## src/rtl/instr_fetch_if.sv

```systemverilog
// Bus bundle between the fetch front-end, instruction memory, execute and decode.
// The master side is the fetch unit. The slave side is its environment.
interface instr_fetch_if;
  logic [31:0] imem_addr;
  logic [31:0] imem_rdata;
  logic        redirect_valid;
  logic [31:0] redirect_pc;
  logic        if_valid;
  logic        if_ready;
  logic [31:0] if_instr;
  logic [31:0] if_pc;
  logic [31:0] if_pc_plus4;
  logic        misalign_err;

  modport master (
    output imem_addr,
    input  imem_rdata,
    input  redirect_valid,
    input  redirect_pc,
    output if_valid,
    input  if_ready,
    output if_instr,
    output if_pc,
    output if_pc_plus4,
    output misalign_err
  );

  modport slave (
    input  imem_addr,
    output imem_rdata,
    output redirect_valid,
    output redirect_pc,
    input  if_valid,
    output if_ready,
    input  if_instr,
    input  if_pc,
    input  if_pc_plus4,
    input  misalign_err
  );
endinterface

```

## src/rtl/instr_fetch.sv

```systemverilog
// Instruction fetch front-end.
// It keeps the PC and reads one word per cycle from the combinational instruction memory.
// Fetched {pc, instr} pairs are queued in a strictly registered 2-entry buffer.
// The buffer head is presented to decode through a valid/ready handshake.
// A redirect from execute flushes the buffer and restarts fetch at the target.
module instr_fetch #(
  parameter logic [31:0] RESET_PC  = 32'h0000_0000,
  parameter logic [31:0] NOP_INSTR = 32'h0000_0013
) (
  input  logic          clk,
  input  logic          rst_n,
  instr_fetch_if.master bus
);

  typedef struct packed {
    logic [31:0] pc;
    logic [31:0] instr;
  } entry_t;

  logic [31:0] pc;
  entry_t      slot0;        // head of the buffer
  entry_t      slot1;        // second entry, valid only when count == 2
  logic [1:0]  count;
  logic        misalign_err;

  logic        pop;
  logic        push;
  entry_t      fetched;

  // Handshake decode. A push is always possible unless the buffer is full and nothing leaves.
  always_comb begin
    pop     = (count != 2'd0) & bus.if_ready;
    push    = (count != 2'd2) | pop;
    fetched = '{pc: pc, instr: bus.imem_rdata};
  end

  // PC, buffer and sticky error update. A redirect overrides any push or pop.
  always_ff @(posedge clk or negedge rst_n) begin
    if (!rst_n) begin
      pc           <= RESET_PC;
      slot0        <= '0;
      slot1        <= '0;
      count        <= 2'd0;
      misalign_err <= 1'b0;
    end else if (bus.redirect_valid) begin
      pc    <= {bus.redirect_pc[31:2], 2'b00};
      count <= 2'd0;
      if (bus.redirect_pc[1:0] != 2'b00)
        misalign_err <= 1'b1;
    end else begin
      if (push)
        pc <= pc + 32'd4;
      case (count)
        2'd0: begin
          slot0 <= fetched;
          count <= 2'd1;
        end
        2'd1: begin
          if (pop) begin
            slot0 <= fetched;
          end else begin
            slot1 <= fetched;
            count <= 2'd2;
          end
        end
        default: begin
          // Buffer is full. Move up one entry only when the head is taken.
          if (pop) begin
            slot0 <= slot1;
            slot1 <= fetched;
          end
        end
      endcase
    end
  end

  // The outputs depend only on registered head and count state.
  assign bus.imem_addr    = pc;
  assign bus.if_valid     = (count != 2'd0);
  assign bus.if_instr     = (count != 2'd0) ? slot0.instr : NOP_INSTR;
  assign bus.if_pc        = (count != 2'd0) ? slot0.pc : 32'd0;
  assign bus.if_pc_plus4  = (count != 2'd0) ? slot0.pc + 32'd4 : 32'd0;
  assign bus.misalign_err = misalign_err;

endmodule

```

## src/flat_wrapper.sv

```systemverilog
// flat-port wrapper written by rule: the top's interface ports become plain ports
module instr_fetch_flat 
#(
  parameter logic [31:0] RESET_PC  = 32'h0000_0000,
  parameter logic [31:0] NOP_INSTR = 32'h0000_0013
)
  (clk, rst_n, bus_imem_addr, bus_imem_rdata, bus_redirect_valid, bus_redirect_pc, bus_if_valid, bus_if_ready, bus_if_instr, bus_if_pc, bus_if_pc_plus4, bus_misalign_err);
  instr_fetch_if bus_i ();
  input  logic clk;
  input  logic rst_n;
  output wire logic [$bits(bus_i.imem_addr)-1:0] bus_imem_addr;
  input wire logic [$bits(bus_i.imem_rdata)-1:0] bus_imem_rdata;
  input wire logic [$bits(bus_i.redirect_valid)-1:0] bus_redirect_valid;
  input wire logic [$bits(bus_i.redirect_pc)-1:0] bus_redirect_pc;
  output wire logic [$bits(bus_i.if_valid)-1:0] bus_if_valid;
  input wire logic [$bits(bus_i.if_ready)-1:0] bus_if_ready;
  output wire logic [$bits(bus_i.if_instr)-1:0] bus_if_instr;
  output wire logic [$bits(bus_i.if_pc)-1:0] bus_if_pc;
  output wire logic [$bits(bus_i.if_pc_plus4)-1:0] bus_if_pc_plus4;
  output wire logic [$bits(bus_i.misalign_err)-1:0] bus_misalign_err;
  assign bus_imem_addr = bus_i.imem_addr;
  assign bus_i.imem_rdata = bus_imem_rdata;
  assign bus_i.redirect_valid = bus_redirect_valid;
  assign bus_i.redirect_pc = bus_redirect_pc;
  assign bus_if_valid = bus_i.if_valid;
  assign bus_i.if_ready = bus_if_ready;
  assign bus_if_instr = bus_i.if_instr;
  assign bus_if_pc = bus_i.if_pc;
  assign bus_if_pc_plus4 = bus_i.if_pc_plus4;
  assign bus_misalign_err = bus_i.misalign_err;
  instr_fetch #(.RESET_PC(RESET_PC), .NOP_INSTR(NOP_INSTR)) u_core (.clk(clk), .rst_n(rst_n), .bus(bus_i));
endmodule
```

## config.mk

```make
export PLATFORM = sky130hd
export DESIGN_NAME = instr_fetch_flat
export DESIGN_NICKNAME = d
export VERILOG_FILES = /design/src/rtl/instr_fetch_if.sv /design/src/rtl/instr_fetch.sv /design/src/flat_wrapper.sv
export SDC_FILE = /design/constraint.sdc
export NUM_CORES = 1
export LEC_CHECK = 0
export ABC_AREA = 1
export CORE_MARGIN = 2
export CORE_UTILIZATION = 55
export DETAILED_ROUTE_END_ITERATION = 10
export PLACE_DENSITY = 0.95
export REMOVE_ABC_BUFFERS = 1
export SLEW_MARGIN = 20
export SYNTH_ARGS = -nofsm -noshare
export SYNTH_HDL_FRONTEND = slang
export SYNTH_SLANG_ARGS = --single-unit
```

## constraint.sdc

```tcl
create_clock -name clk -period 4.2 [get_ports clk]
set_input_delay 0.84 -clock clk [delete_from_list [all_inputs] [get_ports clk]]
set_output_delay 0.84 -clock clk [all_outputs]
set_load 0.005 [all_outputs]
```

==> impl_metrics.tcl, run 1 <==
set metrics [dict create \
    status "finished, final reports clean" \
    irDropWorstVdd_uv 320.9 \
    async_reset_ff_share_pct 100.0 \
    period_minus_slack_ns 3.533 \
    fin_tns_setup_ns 0 \
    drcViolationCount 0 \
    worst_pin_slew_ns 0.8805 \
    drtIter0Drc 890 \
    ys_seq_area_share_pct 44.35 \
    grt_setup_unrepaired "no" \
    cpMostUsedCell "nand2_1" \
    start_util_pct 55.97 \
    hold_class "primary input to async pin" \
    synth.cells.most_frequent "nand2_1, nor2_1, inv_1" \
    setup-violations-final 0 \
    antenna_found_initial 0 \
    layout.nets 1490 \
    yosysMostFrequentCell "nand2_1" \
    ant_nets 0 \
    cts.sinks 157 \
    cp_data_required_time_ns 3.36 \
    grt_max_degree 94 \
    path_cells "ha_1, nand2_1, nor3_2, nand2_1, nor2_1, nand2_1, nand2_1, nand2_1, nor2_1, clkdlybuf4s50_1" \
    cts_setup_buffers 0 \
    grt_pass1_wl_microns 39830 \
    die_area_sq_um 17140 \
    n_fill_cell 1216 \
    yosys_warnings 0 \
    relSlewSlack_pct 41.30 \
    drive_gt1_share_pct 3.774 \
    wl_per_cell_microns 15.33 \
    areaGrowthSynthToFinish_pct 29.44 \
    leakagePower_nw 5.368 \
    path_clk_slew_ns 0.06 \
    cts_root_buffer "clkbuf_16" \
    clk_path_buf_depth 2 \
    slowest_delay_ns 0.50 \
    rows 46 \
    die_h_microns 130.9 \
    ios 198 \
    finalCritPeriodShare_pct 84.12 \
    path_max_fanout 4 \
    cts_hold_buf 0 \
    crit_type "flop to primary output" \
    synth-main-ff-cell "dfrtp_1" \
    diodes 0 \
    synth_top_area_share_pct 44.35 \
    syn_avg_cell_area_sq_um 7.031 \
    cts_tree "done" \
    core_sq_um 15830 \
    fin_worst_skew_ns 0.005803 \
    timing.final.hold_violations 0 \
    die_w_microns 130.9 \
    endpoint_kind "primary output" \
    cp_slowest_cell "clkdlybuf4s50_1" \
    fin_util_pct 72.44 \
    clk-insertion-delay-late_ns 0.43 \
    track_usage_pct 29.98 \
    totalWireLength_microns 25250 \
    ctsResizeCount 0 \
    cp.arrival_ns 2.69 \
    netlist_instances 1260 \
    yosysUniqueCellTypes 34 \
    netlist_area_sq_um 8858 \
    grt-ovfl-total 0 \
    fmax_mhz 283.0 \
    place_hpwl_microns 17860 \
    drtPass1Iterations 6 \
    start_kind "flop" \
    slew_viol_final 0 \
    routabilityCongestion 0.9316 \
    ys_ff_latch 157 \
    cellPowerDensity_nw_per_um2 429.2 \
    h-tree-depth 4 \
    cap_viol_max_count 0 \
    vias 8912 \
    multiInputGateArea_sq_um 3991 \
    synth_top_cell_by_area "dfrtp_1" \
    cts_made_buffers 17 \
    via_per_inst 5.411 \
    seq_area_sq_um 3929 \
    portBuffers 191 \
    whs_ns 0.4724 \
    synth_area_leaders "dfrtp_1, nand2_1, nor2_1" \
    grt_pass1_vias 8029 \
    synth-edff-count 0 \
]
-- cells in the final DEF, fill, tap and decap left out, types with 2 or more instances in the layout --
master	count
buf_12	4
o21ai_0	87
a31oi_1	3
o211ai_1	62
inv_2	3
ha_1	2
bufinv_16	3
o21ai_1	72
clkinvlp_4	4
clkinv_2	4
clkbuf_8	2
nor3_1	19
dfrtp_1	157
clkdlybuf4s50_1	190
clkbuf_16	17
nand2_1	347
nor2_4	2
xor2_1	6
nand4_1	5
inv_1	157
o22ai_1	2
nor2_1	191
conb_1	6
nand3_1	45
buf_4	7
a21oi_1	20
-- cell type report --
class / count / area share (%)
multi-input combinational: 880 / 34.81
tap: 216 / 2.357
timing repair buffer: 203 / 18.08
clock buffer: 19 / 3.950
inverter: 161 / 5.282
sequential: 157 / 34.26
clock inverter: 11 / 1.255
-- state kept, by name, summed over array words and instances (netlist names) --
name,flops
u_core.slot0,62
u_core.slot1,62
u_core.bus.imem_addr,30
u_core.count,2
u_core.bus.misalign_err,1
-- per-layer routing --
layer / GRT usage [%] / wire length, microns
met1: 39.58 / 10360
met2: 49.11 / 12080
met3: 6.026 / 2123
met4: 11.51 / 693
met5: 0 / 0
-- critical path, delay by kind of cell, from the launching register on --
kind,cells,cell delay (ns)
flip-flops,1,0.39
buffers and inverters,1,0.50
adder cells (fa/ha/maj),1,0.24
AND/OR/NAND/NOR,8,1.13
-- stage by stage --
| step | area (sq um) | setup WS, ns | power [W] | cells |
|---|---|---|---|---|
| floorplan | 8517 | -0.2161 | 0.002668 | 1198 |
| detailed placement | 10870 | 1.135 | 0.003338 | 1617 |
| global placement | 10840 | 1.228 | 0.003279 | 1616 |
| CTS | 11470 | 0.6764 | 0.004924 | 1647 |
| global route | 11470 | 0.4311 | 0.005185 | 1647 |
| finish | 11470 | 0.6670 | 0.004921 | 1647 |
-- path summary, 6_finish.rpt --
kind	startpoint	end	slack, ns	cells past startpoint
setup / recovery	u_core.slot0[35]$_DFFE_PN0P_	bus_if_pc_plus4[20]	0.67	10
hold / removal	rst_n	u_core.slot0[19]$_DFFE_PN0P_	0.47	1
setup reg to reg	u_core.count[0]$_DFFE_PN0P_	u_core.slot0[11]$_DFFE_PN0P_	1.80	6
hold reg to reg	u_core.bus.misalign_err$_DFFE_PN0P_	u_core.bus.misalign_err$_DFFE_PN0P_	0.47	1
max in group asynchronous	rst_n	u_core.bus.imem_addr[31]$_DFFE_PN0P_	2.89	2
min in group clk	u_core.bus.misalign_err$_DFFE_PN0P_	u_core.bus.misalign_err$_DFFE_PN0P_	0.47	1
-- where the power goes --
| group | internal (W) | switching [W] |
|---|---|---|
| logic | 0.000595 | 0.000708 |
| clock network | 0.000956 | 0.000622 |
| registers | 0.00182 | 0.000220 |
-- logic make-up after synthesis --
family / after synthesis / synth area share, %
xor+xnor: 6 / 0.5932
fa+ha+maj: 2 / 0.2824
other cells: 1 / 0.04233
buf+inv: 228 / 10.89
flops: 157 / 44.35
simple gates: 613 / 27.36
compound gates: 253 / 16.48
(Power assumes the default switching activity.)
==> run 2: changes to the inputs <==
--- a/config.mk
+++ b/config.mk
@@ -7,9 +7,9 @@
 export LEC_CHECK = 0
 export ABC_AREA = 1
 export CORE_MARGIN = 2
-export CORE_UTILIZATION = 55
+export CORE_UTILIZATION = 51
 export DETAILED_ROUTE_END_ITERATION = 10
-export PLACE_DENSITY = 0.95
+export PLACE_DENSITY = 0.92
 export REMOVE_ABC_BUFFERS = 1
 export SLEW_MARGIN = 20
 export SYNTH_ARGS = -nofsm -noshare
==> constraint.sdc (replaced) <==
create_clock -name clk -period 3.6 [get_ports clk]
set_input_delay 0.72 -clock clk [delete_from_list [all_inputs] [get_ports clk]]
set_output_delay 0.72 -clock clk [all_outputs]
set_load 0.005 [all_outputs]
==> run 2 against run 1 <==
  * Power grew 16%
  * Final cell count grew 0.61%
  * Wire length shrank 0.25%
  * Clock power grew 16%
  * Critical path depth is the same
  * First-iteration DRC count shrank 24%
  * Non-clock buffer count grew 1
  * Count of clock-buffer cells in the layout is the same
  * Critical endpoint unchanged
  * Largest cell class unchanged
  * Largest power group unchanged
==> impl_metrics.tcl, run 2 (same netlist as run 1, synthesis figures left out) <==
set metrics [dict create \
    die_area_sq_um 18440 \
    die_w_microns 135.8 \
    fin_worst_skew_ns 0.007631 \
    wl_per_cell_microns 15.20 \
    grt_setup_unrepaired "no" \
    cp-startpoint "u_core.slot0[35]$_DFFE_PN0P_" \
    power_w 0.005718 \
    hold_class "primary input to async pin" \
    pwr-share-clk_pct 32.0 \
    worst_pin_slew_ns 0.8190 \
    irDropWorstVdd_uv 363.0 \
    grt_max_degree 125 \
    worst_slack_ns 0.2535 \
    cts_made_buffers 17 \
    cts_setup_buffers 0 \
    grtUsageMet3_pct 4.115 \
    ctsResizeCount 0 \
    drcViolationCount 0 \
    routabilityCongestion 0.9233 \
    layout.nets 1491 \
    status "finished, final reports clean" \
    die_h_microns 135.8 \
    start_kind "flop" \
    cts_tree "done" \
    p_int_w 0.003929 \
    vias 8835 \
    fmax_mhz 298.8 \
    cp.arrival_ns 2.63 \
    swShare_pct 31.28 \
    drtPass1Iterations 5 \
    rows 48 \
    cp_data_required_time_ns 2.88 \
    core_sq_um 17120 \
    grt-ovfl-total 0 \
    grt-busiest-layer "met2" \
    drive_gt1_share_pct 3.911 \
    setup-violations-final 0 \
    timing.final.hold_violations 0 \
    grt_pass1_wl_microns 40760 \
    endpoint_kind "primary output" \
    place_hpwl_microns 18080 \
    path_max_fanout 4 \
    crit_type "flop to primary output" \
    met1_usage_pct 37.23 \
    slew_viol_final 0 \
    via_per_inst 5.332 \
    cts_hold_buf 0 \
    start_util_pct 51.75 \
    comb_power_share_pct 26.3 \
    drtIter0Drc 680 \
    portBuffers 191 \
    final_common_cell "nand2_1" \
    leakagePower_nw 5.369 \
    final_cell_mix "nand2_1, nor2_1, clkdlybuf4s50_1" \
    grt_use_met2_pct 46.69 \
    power.switching_w 0.001788 \
    cts.sinks 157 \
    cellPowerDensity_nw_per_um2 499.5 \
    areaGrowthSynthToFinish_pct 29.22 \
    diodes 0 \
    grt_pass1_vias 8438 \
    totalWireLength_microns 25190 \
    path_clk_slew_ns 0.06 \
    antenna_found_initial 0 \
    timing.rr.start "u_core.count[1]$_DFFE_PN0P_" \
    cts_root_buffer "clkbuf_16" \
    track_usage_pct 27.96 \
    cap_viol_max_count 0 \
    reg2reg_depth 5 \
    relSlewSlack_pct 45.19 \
    clk-insertion-delay-late_ns 0.43 \
    period_minus_slack_ns 3.346 \
    finalCritPeriodShare_pct 92.96 \
    clk_path_buf_depth 2 \
    ant_nets 0 \
    sequentialPowerShare_pct 41.7 \
    ios 198 \
    post-place-ws_ns 0.6386 \
    h-tree-depth 4 \
]
## run 2: cell type report
type                    count  area, sq um
clock buffers              19        452.9
clock inverters            11        142.6
fillers                  1430         5669
inverters                 161        605.6
multi-input cells         880         4000
flip-flops and latches    157         3929
well taps                 225        281.5
repair buffers            204         2036
## run 2: final timing paths
path                                                 to  slack (ns)
max reg2reg                u_core.slot1[54]$_DFFE_PN0P_        1.21
min reg2reg                u_core.slot1[13]$_DFFE_PN0P_        0.49
min                        u_core.slot0[24]$_DFFE_PN0P_        0.31
max in group asynchronous  u_core.slot0[46]$_DFFE_PN0P_        2.52
min in group clk           u_core.slot1[13]$_DFFE_PN0P_        0.49
max                                 bus_if_pc_plus4[20]        0.25
## run 2: metrics by stage
step / std cells / TNS, ns / hold slack [ns] / utilization (%) / area, sq um
final: 1657 / 0 / 0.3066 / 66.88 / 11450
after global routing: 1657 / 0 / 0.3512 / 66.88 / 11450
after CTS: 1657 / 0 / 0.3211 / 66.83 / 11440
after detailed placement: 1627 / 0 / 0.4697 / 63.35 / 10840
after global placement: 1627 / 0 / 0.4661 / 63.35 / 10840
after floorplan: 1198 / -55.80 / 0.4244 / - / 8517
## run 2: worst max-delay path, stage by stage, from the launching register on
cell             delay (ns)
dfrtp_1                0.39
ha_1                   0.24
nand2_1                0.14
nor3_4                 0.25
nand2_1                0.16
nor2_2                 0.18
nand2_1                0.07
nand2_1                0.07
nand2_1                0.09
nor2_1                 0.11
clkdlybuf4s50_1        0.51
## run 2: routing by layer
layer  vias to the layer above  part of all wire [%]
li1                       4327                     -
met1                      4064                    41
met2                       394                    48
met3                        50                   8.1
met4                         0                   2.8
met5                         -                     0
## run 2: power by group through the flow
stage | logic [W] | clock network [W] | registers (W)
after CTS | 0.00151 | 0.00185 | 0.00238
after detailed placement | 0.00149 | 0 | 0.00240
after floorplan | 0.000774 | 0 | 0.00234
after global routing | 0.00169 | 0.00192 | 0.00242
final | 0.00151 | 0.00183 | 0.00238
after global placement | 0.00145 | 0 | 0.00238
